File: config.mk
export PLATFORM = sky130hd
export DESIGN_NAME = vx_writeback_arb
export DESIGN_NICKNAME = d
export VERILOG_FILES = /design/src/rtl/vx_writeback_arb_pkg.sv /design/src/rtl/vx_writeback_arb_elastic_buffer.sv /design/src/rtl/vx_writeback_arb.sv
export SDC_FILE = /design/constraint.sdc
export NUM_CORES = 1
export LEC_CHECK = 0
export CORE_AREA = 2 2 403 405
export DETAILED_ROUTE_END_ITERATION = 8
export DIE_AREA = 0 0 405 407
export PLACE_DENSITY = 0.31
export SLEW_MARGIN = 30
export SYNTH_ARGS = -nofsm -noshare
export SYNTH_HDL_FRONTEND = slang
export SYNTH_SLANG_ARGS = --single-unit
File: constraint.sdc
create_clock -name clk -period 15.68 [get_ports clk]
set_input_delay 2.352 -clock clk [delete_from_list [all_inputs] [get_ports clk]]
set_output_delay 2.352 -clock clk [all_outputs]
set_load 0.1 [all_outputs]
File: src/rtl/vx_writeback_arb_pkg.sv
// rtl/vx_writeback_arb_pkg.sv - shared GPU writeback types: requester ids and payload packing
package vx_writeback_arb_pkg;

   localparam int NUM_THREADS = 4;
   localparam int NW_BITS     = 2;
   localparam int NR_BITS     = 5;

   localparam int REQ_ALU     = 0;
   localparam int REQ_LD      = 1;
   localparam int REQ_CSR     = 2;
   localparam int REQ_FPU     = 3;
   localparam int REQ_GPU     = 4;
   localparam int NUM_WB_REQS = 5;

   typedef struct packed {
      logic [NW_BITS-1:0]       wid;
      logic [31:0]              pc;
      logic [NUM_THREADS-1:0]   tmask;
      logic [NR_BITS-1:0]       rd;
      logic [32*NUM_THREADS-1:0] data;
   } wb_payload_t;

   localparam int WB_DATAW = $bits(wb_payload_t);

endpackage

File: src/rtl/vx_writeback_arb_elastic_buffer.sv
// rtl/vx_writeback_arb_elastic_buffer.sv - 2-entry elastic buffer, head always in slot 0
module vx_writeback_arb_elastic_buffer #(
   parameter int DATAW = 32
) (
   input  logic             clk,
   input  logic             reset,
   input  logic             in_valid,
   input  logic [DATAW-1:0] in_data,
   output logic             in_ready,
   output logic             out_valid,
   output logic [DATAW-1:0] out_data,
   input  logic             out_ready
);

   logic             valid0_q, valid0_d;
   logic             valid1_q, valid1_d;
   logic [DATAW-1:0] data0_q, data0_d;
   logic [DATAW-1:0] data1_q, data1_d;

   // A full buffer still accepts when the head drains in the same cycle.
   assign in_ready  = !valid1_q || out_ready;
   assign out_valid = valid0_q;
   assign out_data  = data0_q;

   always_comb begin
      valid0_d = valid0_q;
      valid1_d = valid1_q;
      data0_d  = data0_q;
      data1_d  = data1_q;
      if (valid0_q && out_ready) begin
         if (valid1_q) begin
            data0_d  = data1_q;
            valid1_d = 1'b0;
         end else begin
            valid0_d = 1'b0;
         end
      end
      if (in_valid && in_ready) begin
         if (!valid0_d) begin
            data0_d  = in_data;
            valid0_d = 1'b1;
         end else begin
            data1_d  = in_data;
            valid1_d = 1'b1;
         end
      end
   end

   always_ff @(posedge clk) begin
      if (reset) begin
         valid0_q <= 1'b0;
         valid1_q <= 1'b0;
      end else begin
         valid0_q <= valid0_d;
         valid1_q <= valid1_d;
      end
   end

   always_ff @(posedge clk) begin
      data0_q <= data0_d;
      data1_q <= data1_d;
   end

endmodule

File: src/rtl/vx_writeback_arb.sv
// rtl/vx_writeback_arb.sv - round-robin commit writeback arbiter feeding a 2-entry elastic buffer
// Optional packet lock on multi-beat writebacks: define WB_ARB_LOCK_EN.
module vx_writeback_arb
   import vx_writeback_arb_pkg::*;
#(
   parameter int NUM_REQS = NUM_WB_REQS,
   parameter int DATAW    = WB_DATAW
) (
   input  logic                           clk,
   input  logic                           reset,
   input  logic [NUM_REQS-1:0]            req_valid,
   input  logic [NUM_REQS-1:0][DATAW-1:0] req_data,
   input  logic [NUM_REQS-1:0]            req_eop,
   output logic [NUM_REQS-1:0]            req_ready,
   output logic                           wb_valid,
   output logic [DATAW-1:0]               wb_data,
   output logic                           wb_eop,
   input  logic                           wb_ready
);

   localparam int PTR_W = (NUM_REQS > 1) ? $clog2(NUM_REQS) : 1;

   logic [PTR_W-1:0] rr_ptr_q, rr_ptr_d;
   logic             grant_valid;
   logic [PTR_W-1:0] grant_idx;
   logic             buf_in_valid;
   logic             buf_in_ready;
   logic             xfer;
   logic             xfer_eop;
   logic [DATAW:0]   buf_out_data;

`ifdef WB_ARB_LOCK_EN
   logic             lock_q, lock_d;
   logic [PTR_W-1:0] lock_idx_q, lock_idx_d;
`endif

   always_comb begin : rr_select
      int               idx;
      logic [PTR_W-1:0] idx_w;
      grant_valid = 1'b0;
      grant_idx   = '0;
      idx         = 0;
      idx_w       = '0;
      for (int i = 0; i < NUM_REQS; i++) begin
         idx = int'(rr_ptr_q) + i;
         if (idx >= NUM_REQS) idx = idx - NUM_REQS;
         idx_w = PTR_W'(idx);
         if (!grant_valid && req_valid[idx_w]) begin
            grant_valid = 1'b1;
            grant_idx   = idx_w;
         end
      end
`ifdef WB_ARB_LOCK_EN
      // While a packet is open only its owner may be granted, even if it idles.
      if (lock_q) begin
         grant_valid = req_valid[lock_idx_q];
         grant_idx   = lock_idx_q;
      end
`endif
   end

   assign buf_in_valid = grant_valid && !reset;
   assign xfer         = buf_in_valid && buf_in_ready;
   assign xfer_eop     = req_eop[grant_idx];

   always_comb begin
      req_ready = '0;
      if (xfer) req_ready[grant_idx] = 1'b1;
   end

   always_comb begin
      rr_ptr_d = rr_ptr_q;
      if (xfer && xfer_eop)
         rr_ptr_d = (int'(grant_idx) == NUM_REQS - 1) ? '0 : grant_idx + 1'b1;
   end

   always_ff @(posedge clk) begin
      if (reset) rr_ptr_q <= '0;
      else       rr_ptr_q <= rr_ptr_d;
   end

`ifdef WB_ARB_LOCK_EN
   always_comb begin
      lock_d     = lock_q;
      lock_idx_d = lock_idx_q;
      if (xfer) begin
         lock_d     = !xfer_eop;
         lock_idx_d = grant_idx;
      end
   end

   always_ff @(posedge clk) begin
      if (reset) begin
         lock_q     <= 1'b0;
         lock_idx_q <= '0;
      end else begin
         lock_q     <= lock_d;
         lock_idx_q <= lock_idx_d;
      end
   end
`endif

   vx_writeback_arb_elastic_buffer #(
      .DATAW (DATAW + 1)
   ) u_buf (
      .clk       (clk),
      .reset     (reset),
      .in_valid  (buf_in_valid),
      .in_data   ({xfer_eop, req_data[grant_idx]}),
      .in_ready  (buf_in_ready),
      .out_valid (wb_valid),
      .out_data  (buf_out_data),
      .out_ready (wb_ready)
   );

   assign wb_eop  = buf_out_data[DATAW];
   assign wb_data = buf_out_data[DATAW-1:0];

endmodule
Yosys cells after proc, flatten, opt, wreduce, memory -nomap -nowiden. Cells that the tools add are included.

Memory bits (read-only): 0. Latch bits: 0. Bits in registers: 349. Output and inout bits: 178. Bits in writable memories: 0. Logic and storage cells: 88. Bits of input ports: 868. Memories kept: 0.

Equal/unequal tests: 1. Multiply operators: 0. Add/subtract/negate cells: 10. Muxes and demuxes: 43. Magnitude comparators: 12. Bitwise gates (word level): 0. Shifts and indexed selects: 0. Reduce and logical (&&, ||, !) cells: 17. Div/mod/pow operators: 0.

Operators with widths (number): 172-bit 2-to-1 mux (4); 171-bit binary-select mux with 3-bit select (1); 171-bit 2-to-1 mux (1); 3-bit 2-to-1 mux (11); 3-bit by 4-bit less-than comparator with 1-bit output, second input constant (6); 1-bit binary-select mux with 3-bit select (6); 1-bit 2-to-1 mux (18); 4-bit by 3-bit >= comparator with 1-bit output, second input constant (4); 3-bit subtractor, second input constant (5); 1-bit logical AND (9); 3-bit by 2-bit adder with 4-bit output, second input constant (2); 1-bit logical NOT (6); 5-bit 2-to-1 mux (1); 3-bit by 1-bit adder with 4-bit output, second input constant (1); 3-bit by 3-bit adder with 4-bit output, second input constant (1); 3-bit by 1-bit adder with 3-bit output, second input constant (1); 1-bit demux with 3-bit select (1); 3-bit equality test, second input constant (1); 3-bit by 1-bit >= comparator with 1-bit output, second input constant (1); 3-bit >= comparator, second input constant (1); 2-bit AND reduction (1); 1-bit logical OR (1).

Logic depth before layout (Yosys ltp). Gate-level depths: netlist of the first run.

Depth in word-level cells: 22. Mapped depth: 22.

By module. A second synthesis of the first run with hierarchy kept.

Cell total of the unflattened synthesis: 2319. Area total of the unflattened synthesis: 22776.8 sq um.

Modules (own cells, without submodules): vx_writeback_arb_elastic_buffer (seq. area each 8648.3 sq um, area an instance 13503.0 sq um, cells an instance 742, instances 1); vx_writeback_arb (seq. area each 60.1 sq um, area an instance 9273.9 sq um, cells an instance 1577, instances 1).

Worst setup path before layout of the first run. Ideal clock, no wire load.

Path kind: in2reg. From: input port req_valid[1]. To: register u_buf.data1_q[0] (enable). Arrival time: 10.945 ns. Library setup time: 0.707 ns. Stages: 8. Path slack: 4.028 ns. Cells stage by stage: clkbuf_1 nand2_1 o32ai_1 a2111oi_4 o21ai_2 nor4_2 a221o_1 nor2_1.

Longest elaborated chain between the ends: 18. Elaborated cells on any way between the ends: 26.

RTL lines: start: declaration (line vx_writeback_arb.sv:11) `input logic [NUM_REQS-1:0] req_valid,`; 1-bit binary-select mux with 3-bit select (line vx_writeback_arb.sv:48) `if (!grant_valid && req_valid[idx_w]) begin`; 1-bit 2-to-1 mux (implied by the code) (line vx_writeback_arb.sv:48); 1-bit 2-to-1 mux (line vx_writeback_arb.sv:48); 1-bit logical NOT (line vx_writeback_arb.sv:48); 1-bit logical AND (line vx_writeback_arb.sv:48); 1-bit 2-to-1 mux (line vx_writeback_arb.sv:48); 1-bit logical NOT (line vx_writeback_arb.sv:48); 1-bit logical AND (line vx_writeback_arb.sv:48); [... 2 more ...]; 1-bit logical AND (line vx_writeback_arb.sv:48); 1-bit 2-to-1 mux (line vx_writeback_arb.sv:48); 1-bit logical NOT (line vx_writeback_arb.sv:48); 1-bit logical AND (line vx_writeback_arb.sv:48); 1-bit 2-to-1 mux (*) (line vx_writeback_arb.sv:48); 1-bit logical AND (*) (line vx_writeback_arb.sv:62) `assign buf_in_valid = grant_valid && !reset;`; 1-bit logical AND (*) (line vx_writeback_arb_elastic_buffer.sv:38) `if (in_valid && in_ready) begin`; 2-bit AND reduction (no line) (*); end signal: assignment (line vx_writeback_arb_elastic_buffer.sv:61) `data1_q <= data1_d;`; end: declaration (line vx_writeback_arb_elastic_buffer.sv:18) `logic [DATAW-1:0] data1_q, data1_d;`.

Mark *: on every way between the ends. The rest lies on a longest branch, timed or not. The select of a mux whose other input is x is not followed. A chain may end at the register's enable or synchronous reset.

Final worst setup path of the first run.
From: input port req_valid[4]. To: output port req_ready[0].

Longest elaborated chain between the ends: 20. Elaborated cells on any way between the ends: 36.

RTL lines: 1-bit binary-select mux with 3-bit select (line vx_writeback_arb.sv:48); 1-bit 2-to-1 mux (implied by the code) (line vx_writeback_arb.sv:48); 1-bit 2-to-1 mux (line vx_writeback_arb.sv:48); 1-bit logical NOT (line vx_writeback_arb.sv:48); 1-bit logical AND (line vx_writeback_arb.sv:48); 1-bit 2-to-1 mux (line vx_writeback_arb.sv:48); 1-bit logical NOT (line vx_writeback_arb.sv:48); 1-bit logical AND (line vx_writeback_arb.sv:48); [... 4 more ...]; 1-bit logical NOT (line vx_writeback_arb.sv:48); 1-bit logical AND (line vx_writeback_arb.sv:48); 3-bit 2-to-1 mux (line vx_writeback_arb.sv:48); 3-bit by 4-bit less-than comparator with 1-bit output (implied by the code) or 3-bit by 1-bit >= comparator with 1-bit output (tied branches) (line vx_writeback_arb.sv:68) `if (xfer) req_ready[grant_idx] = 1'b1;`; 1-bit logical AND (implied by the code) (line vx_writeback_arb.sv:68); 1-bit 2-to-1 mux (implied by the code) (line vx_writeback_arb.sv:68); 1-bit demux with 3-bit select (line vx_writeback_arb.sv:68); 5-bit 2-to-1 mux (*) (line vx_writeback_arb.sv:68); end: declaration (line vx_writeback_arb.sv:14) `output logic [NUM_REQS-1:0] req_ready,`.

Marked as above.

==> flow_summary.ini, run 1 <==
[outcome]
status = finished, final reports clean

[timing]
fin_crit_sh = 0.585
slew_headroom = 0.307
fin_crit_ns = 9.17
tightest_slew_ns = 1.04
fin_worst_skew_ns = 0.0366
final_hold_viol_count = 0
setup_tns_ns = 0
timing.fmax_ghz = 0.109
drv_slew = 0
report.final.setup_viol = 0
rsz0062_at_grt = false

[layout]
final_nets = 3767
area_growth_pct = 60.9
instances_no_fill = 5093
drive_above_1_share = 0.151
fillCellCount = 17300

[clock_tree]
insertion_delay_ns = 0.64
clkTransAtPathRegs_ns = 0.06
post_cts_buffers = 0
clk_root_buffer_cell = clkbuf_16
hold_buffers = 0
cts_buffer_depth = 3
cts_resized = 0
cts_max_level = 2
cts_tree = done
clock_sinks = 349
numCtsBuffers = 49

[floorplanning]
start_util = 0.136
coreArea_mm2 = 0.160
ios = 1046
die-area_mm2 = 0.165
num_rows = 147
dieWidth_um = 405
die_h_um = 407

[worst_setup_path]
r2r_end = u_buf.out_data[48]
cp_cell_sequence = clkdlybuf4s50_1 > inv_1 > or4_1 > a21oi_2 > nand3_1 > a2111oi_0 > o22a_4 > nor2b_1 > nand2_1 > nor2_1 > clkdlybuf4s50_1
cp.arrival_ns = 6.81
r2r_cells = 16
crit_buf_inv = 3
critPathMaxFanout = 21
required_ns = 13.33
cpPeakStageDelay_ns = 1.14
start_kind = primary input
critPathMostFrequentCell = clkdlybuf4s50_1
critPathTopFamily = buffers and inverters
reg2reg_slack_ns = 8.13
r2r-start = rr_ptr_q[1]
crit_slowest_cell = clkdlybuf4s50_1
crit_path_end_kind = output port
path_class = primary input to output port

[grt]
grt_pass1_wl_mm = 169
grt_pass1_vias = 20700
track_usage = 0.146
antenna_found_initial = 33
grt-ovfl-total = 0
grt_max_degree = 89

[placed_design]
io_buffer_count = 1045
dp_cells = 4996
gp_congestion = 0.838
dp_hpwl_mm = 102

[synthesis]
synth_common_cells = mux2i_1 (523), nand2_1 (360), dfxtp_1 (177), o21a_1 (175), edfxtp_1 (172)
yosysTopAreaCellShare = 0.240
netlist-cell-type-count = 73
ys_seq_elements = 349
synth_edf_count = 172
ys_seq_area_frac = 0.398
ys.flop_type = dfxtp_1
yosys_warnings = 0
yosysTopAreaCell = mux2i_1
ys_async_sr_fraction = 0
syn-cell-area_mm2 = 0.0219
synthCells = 1926
syn_area_per_cell_um2 = 11.3
syn_nets = 2805
yosysMostFrequentCell = mux2i_1
synth_area_leaders = mux2i_1 (24%), edfxtp_1 (24%), dfxtp_1 (16%)

[drt]
route.detailed.drc = 0
drt_iter0_markers = 846
ant_nets = 0
num_vias = 19500
wl_per_cell_um = 25.0
drt_first_pass_iters = 5
finalWirelength_mm = 127
via_per_inst = 3.83

[job]
cap_violations = 0

[pwr]
peakVddDrop_uv = 227
power.density_mw_per_mm2 = 277
cellLeakagePower_nw = 14.7

[min_path]
worstHoldStart = u_buf.data1_q[90]
holdPathEnd = u_buf.out_data[90]
min_path_type = flip-flop to flip-flop
hold_depth = 3
-- worst reg2reg max path: cells and delay by family (launching register included) --
kind            cells  cell delay (ns)
buf+inv             5             3.00
fa+ha+maj           1             0.70
mux                 1             0.46
flops               1             0.75
compound gates      7             1.73
simple gates        2             0.84
-- flip-flops by register name (all words and copies together) (netlist names) --
signal / cells
rr_ptr_q: 3
u_buf.data1_q: 172
u_buf.out_data: 172
u_buf.out_valid: 1
u_buf.valid1_q: 1
-- how the worst max path moves through the flow --
stage | startpoint | end | slack [ns] | cells past startpoint
2_1_floorplan | req_valid[1] | u_buf.data1_q[0] | 4.03 | 8
3_3_place_gp | req_valid[1] | req_ready[3] | 6.55 | 11
3_5_place_dp | req_valid[1] | req_ready[4] | 6.50 | 10
4_1_cts | req_valid[1] | req_ready[4] | 6.50 | 10
5_1_grt | req_valid[1] | req_ready[1] | 6.30 | 12
6_report | req_valid[4] | req_ready[0] | 6.51 | 11
-- per-layer routing --
metal  vias up  share of wire  wire (um)  global-route usage
met5         -         0.0020        254                   0
met1      9352           0.39      50000               0.166
met2       750           0.51      64800               0.263
li1       9227              -          -                   -
met3       160          0.069       8840              0.0420
met4        36          0.026       3320              0.0410
-- through the flow --
stage | hold slack, ns | worst slack (ns) | util | power [mW] | area (um2)
2_1_floorplan | 0.534 | 4.03 | - | 7.08 | 21900
3_3_place_gp | 0.545 | 6.55 | 0.212 | 8.77 | 33900
3_5_place_dp | 0.549 | 6.50 | 0.209 | 8.74 | 33400
4_1_cts | 0.557 | 6.50 | 0.219 | 9.98 | 35100
5_1_grt | 0.594 | 6.30 | 0.219 | 10.3 | 35200
6_report | 0.551 | 6.51 | 0.219 | 9.72 | 35200
-- power by group --
group          total [mW]  switching [mW]  leakage [nW]  internal, mW
logic                6.73            4.69          10.8          2.04
clock network        1.18           0.453         0.838         0.725
registers            1.81           0.198          3.08          1.62
-- cell usage in the layout (no fill, tap or decap), drive strengths merged, types with 3 or more instances in the layout --
cell and n:
xnor2 3, nor2b 6, o21a 175, and3 4, nor2 24, mux2 5
or4 4, a211oi 5, diode 5, buf 162, clkdlybuf4s50 913, a31oi 4
clkbuf 74, clkinv 10, bufinv 5, edfxtp 172, nor3 3, inv 17
a2111oi 4, a31o 3, o211a 3, a21oi 14, o221ai 171, nand3b 4
nand2b 10, nand2 360, dfxtp 177, a221oi 4, o21ai 12, ha 10
mux2i 523, o22a 3
-- area by class of cell --
class	count	area, um2	share of cell area
multi-input combinational	1397	11900	0.337
timing repair buffer	1076	10100	0.288
sequential	349	8710	0.248
tap	2160	2700	0.0769
clock buffer	73	1460	0.0415
clock inverter	18	245	0.00698
inverter	15	56.3	0.00160
antenna	5	12.5	0.000356
-- kinds of logic after synthesis --
group,synth area share
compound gates,0.204
flops,0.398
simple gates,0.0824
mux,0.244
buf+inv,0.0624
xor+xnor,0.00195
fa+ha+maj,0.00664
Note: power is estimated with default switching activity, not from simulation.
==> run 2: changes to the inputs <==
--- a/config.mk
+++ b/config.mk
@@ -5,9 +5,9 @@
 export SDC_FILE = /design/constraint.sdc
 export NUM_CORES = 1
 export LEC_CHECK = 0
-export CORE_AREA = 2 2 403 405
+export CORE_AREA = 2 2 412 414
 export DETAILED_ROUTE_END_ITERATION = 8
-export DIE_AREA = 0 0 405 407
+export DIE_AREA = 0 0 414 416
 export PLACE_DENSITY = 0.31
 export SLEW_MARGIN = 30
 export SYNTH_ARGS = -nofsm -noshare
==> constraint.sdc (replaced) <==
create_clock -name clk -period 8.4 [get_ports clk]
set_input_delay 1.26 -clock clk [delete_from_list [all_inputs] [get_ports clk]]
set_output_delay 1.26 -clock clk [all_outputs]
set_load 0.1 [all_outputs]
==> run 2 against run 1 <==
Flip-flop and latch count unchanged. Critical path depth grew 1. Clock power rose by 84%. Cell count increased by 1.2%. Sequential power up 86%. Clock skew fell by 0.012 ns. First-iteration DRC count is 7.3% lower. Utilization down 0.91 points. Setup slack got worse by 5.3 ns. Global-route usage is 0.80 points lower. Wire length fell by 2.7%. Register-to-register slack worse by 6.3 ns. Highest routed layer unchanged.
==> flow_summary.ini, run 2 (synthesis gave the netlist of run 1 again) <==
[layout]
area_growth_pct = 61.9
fillCellCount = 18500
final_cell_mix = clkdlybuf4s50_1 (927), mux2i_1 (523), nand2_1 (359)
final_common_cell = clkdlybuf4s50_1
design_area_mm2 = 0.0354
instances_no_fill = 5156
final_nets = 3764
drive_above_1_share = 0.144

[placed_design]
dpl-instance-area_mm2 = 0.0337
io_buffer_count = 1045
dp_cells = 5051
dp_hpwl_mm = 97.3
gp_congestion = 0.783

[floorplanning]
dieWidth_um = 414
coreArea_mm2 = 0.168
die-area_mm2 = 0.172
die_h_um = 416
num_rows = 151
start_util = 0.130
ios = 1046

[clock_tree]
insertion_delay_ns = 0.63
post_cts_buffers = 0
cts_buffer_depth = 3
clk_root_buffer_cell = clkbuf_16
hold_buffers = 0
cts_max_level = 2
numCtsBuffers = 50
cts_tree = done
clock_sinks = 349
clkTransAtPathRegs_ns = 0.06
cts_resized = 0

[timing]
slew_headroom = 0.242
timing.fmax_ghz = 0.140
fin_crit_ns = 7.15
final_hold_viol_count = 0
fin_worst_skew_ns = 0.0243
drv_slew = 0
tightest_slew_ns = 1.14
report.final.setup_viol = 0
fin_crit_sh = 0.851
setup_tns_ns = 0
rsz0062_at_grt = false

[drt]
num_vias = 19000
wl_per_cell_um = 24.0
via_per_inst = 3.68
finalWirelength_mm = 124
drt_iter0_markers = 784
drt_first_pass_iters = 5
ant_nets = 0
route.detailed.drc = 0

[worst_setup_path]
start_kind = flip-flop
required_ns = 7.14
path_class = flip-flop to output port
crit_path_end_kind = output port
cp.arrival_ns = 5.89
critPathMaxFanout = 13

[grt]
grt_pass1_vias = 20000
grt_pass1_wl_mm = 168
grt_max_degree = 109
antenna_found_initial = 36
grt-ovfl-total = 0
track_usage = 0.138

[pwr]
peakVddDrop_uv = 759
p_total_mw = 18.1
power.density_mw_per_mm2 = 512
cellLeakagePower_nw = 14.7

[outcome]
status = finished, final reports clean

[job]
cap_violations = 0

[min_path]
min_path_type = flip-flop to flip-flop
[run 2: cell count changes in the layout (fill, tap and decap cells not counted), sizes merged]
cell and delta:
buf -17, clkbuf -1, diode +6, clkdlybuf4s50 +14, clkinvlp +2, inv +1
[run 2: final timing paths]
check | startpoint | endpoint | slack, ns | cells past startpoint
hold / removal | u_buf.data1_q[148] | u_buf.out_data[148] | 0.56 | 3
setup reg to reg | rr_ptr_q[1] | u_buf.data1_q[107] | 1.84 | 14
setup / recovery | rr_ptr_q[1] | req_ready[3] | 1.25 | 12
hold reg to reg | u_buf.data1_q[148] | u_buf.out_data[148] | 0.56 | 3
[run 2: through the flow]
step / hold slack, ns / worst slack (ns) / util
after floorplan: 0.534 / 0.561 / -
after global placement: 0.547 / 1.61 / 0.203
after detailed placement: 0.549 / 1.57 / 0.200
after CTS: 0.563 / 1.12 / 0.210
after global routing: 0.582 / 0.825 / 0.210
final: 0.557 / 1.25 / 0.210
[run 2: metal layers]
metal / vias up / track usage / part of all wire
li1: 9239 / - / -
met2: 556 / 0.260 / 0.54
met5: - / 0 / 0.00096
met3: 135 / 0.0357 / 0.055
met1: 9037 / 0.153 / 0.39
met4: 18 / 0.0306 / 0.015
[run 2: final cells by class]
type	count	area (um2)	share of cell area
multi-input combinational	1397	11800	0.335
timing repair buffer	1072	10300	0.291
sequential	349	8710	0.246
tap	2218	2780	0.0785
clock buffer	73	1400	0.0395
clock inverter	21	267	0.00753
inverter	15	56.3	0.00159
antenna	11	27.5	0.000778
[run 2: critical path, stage by stage (launching register included)]
cell             delay [ns]
dfxtp_1                0.73
inv_2                  0.20
ha_1                   0.32
ha_1                   0.52
nor4b_1                0.10
nor3_1                 0.40
nor2_1                 0.07
mux2i_1                0.48
a21oi_1                0.24
a221oi_2               0.58
nand2_1                0.17
nor2_1                 0.26
clkdlybuf4s50_1        1.19
[run 2: power by group]
part | total, mW | switching (mW) | internal, mW
clock network | 2.17 | 0.865 | 1.31
registers | 3.37 | 0.351 | 3.02
logic | 12.6 | 8.67 | 3.90
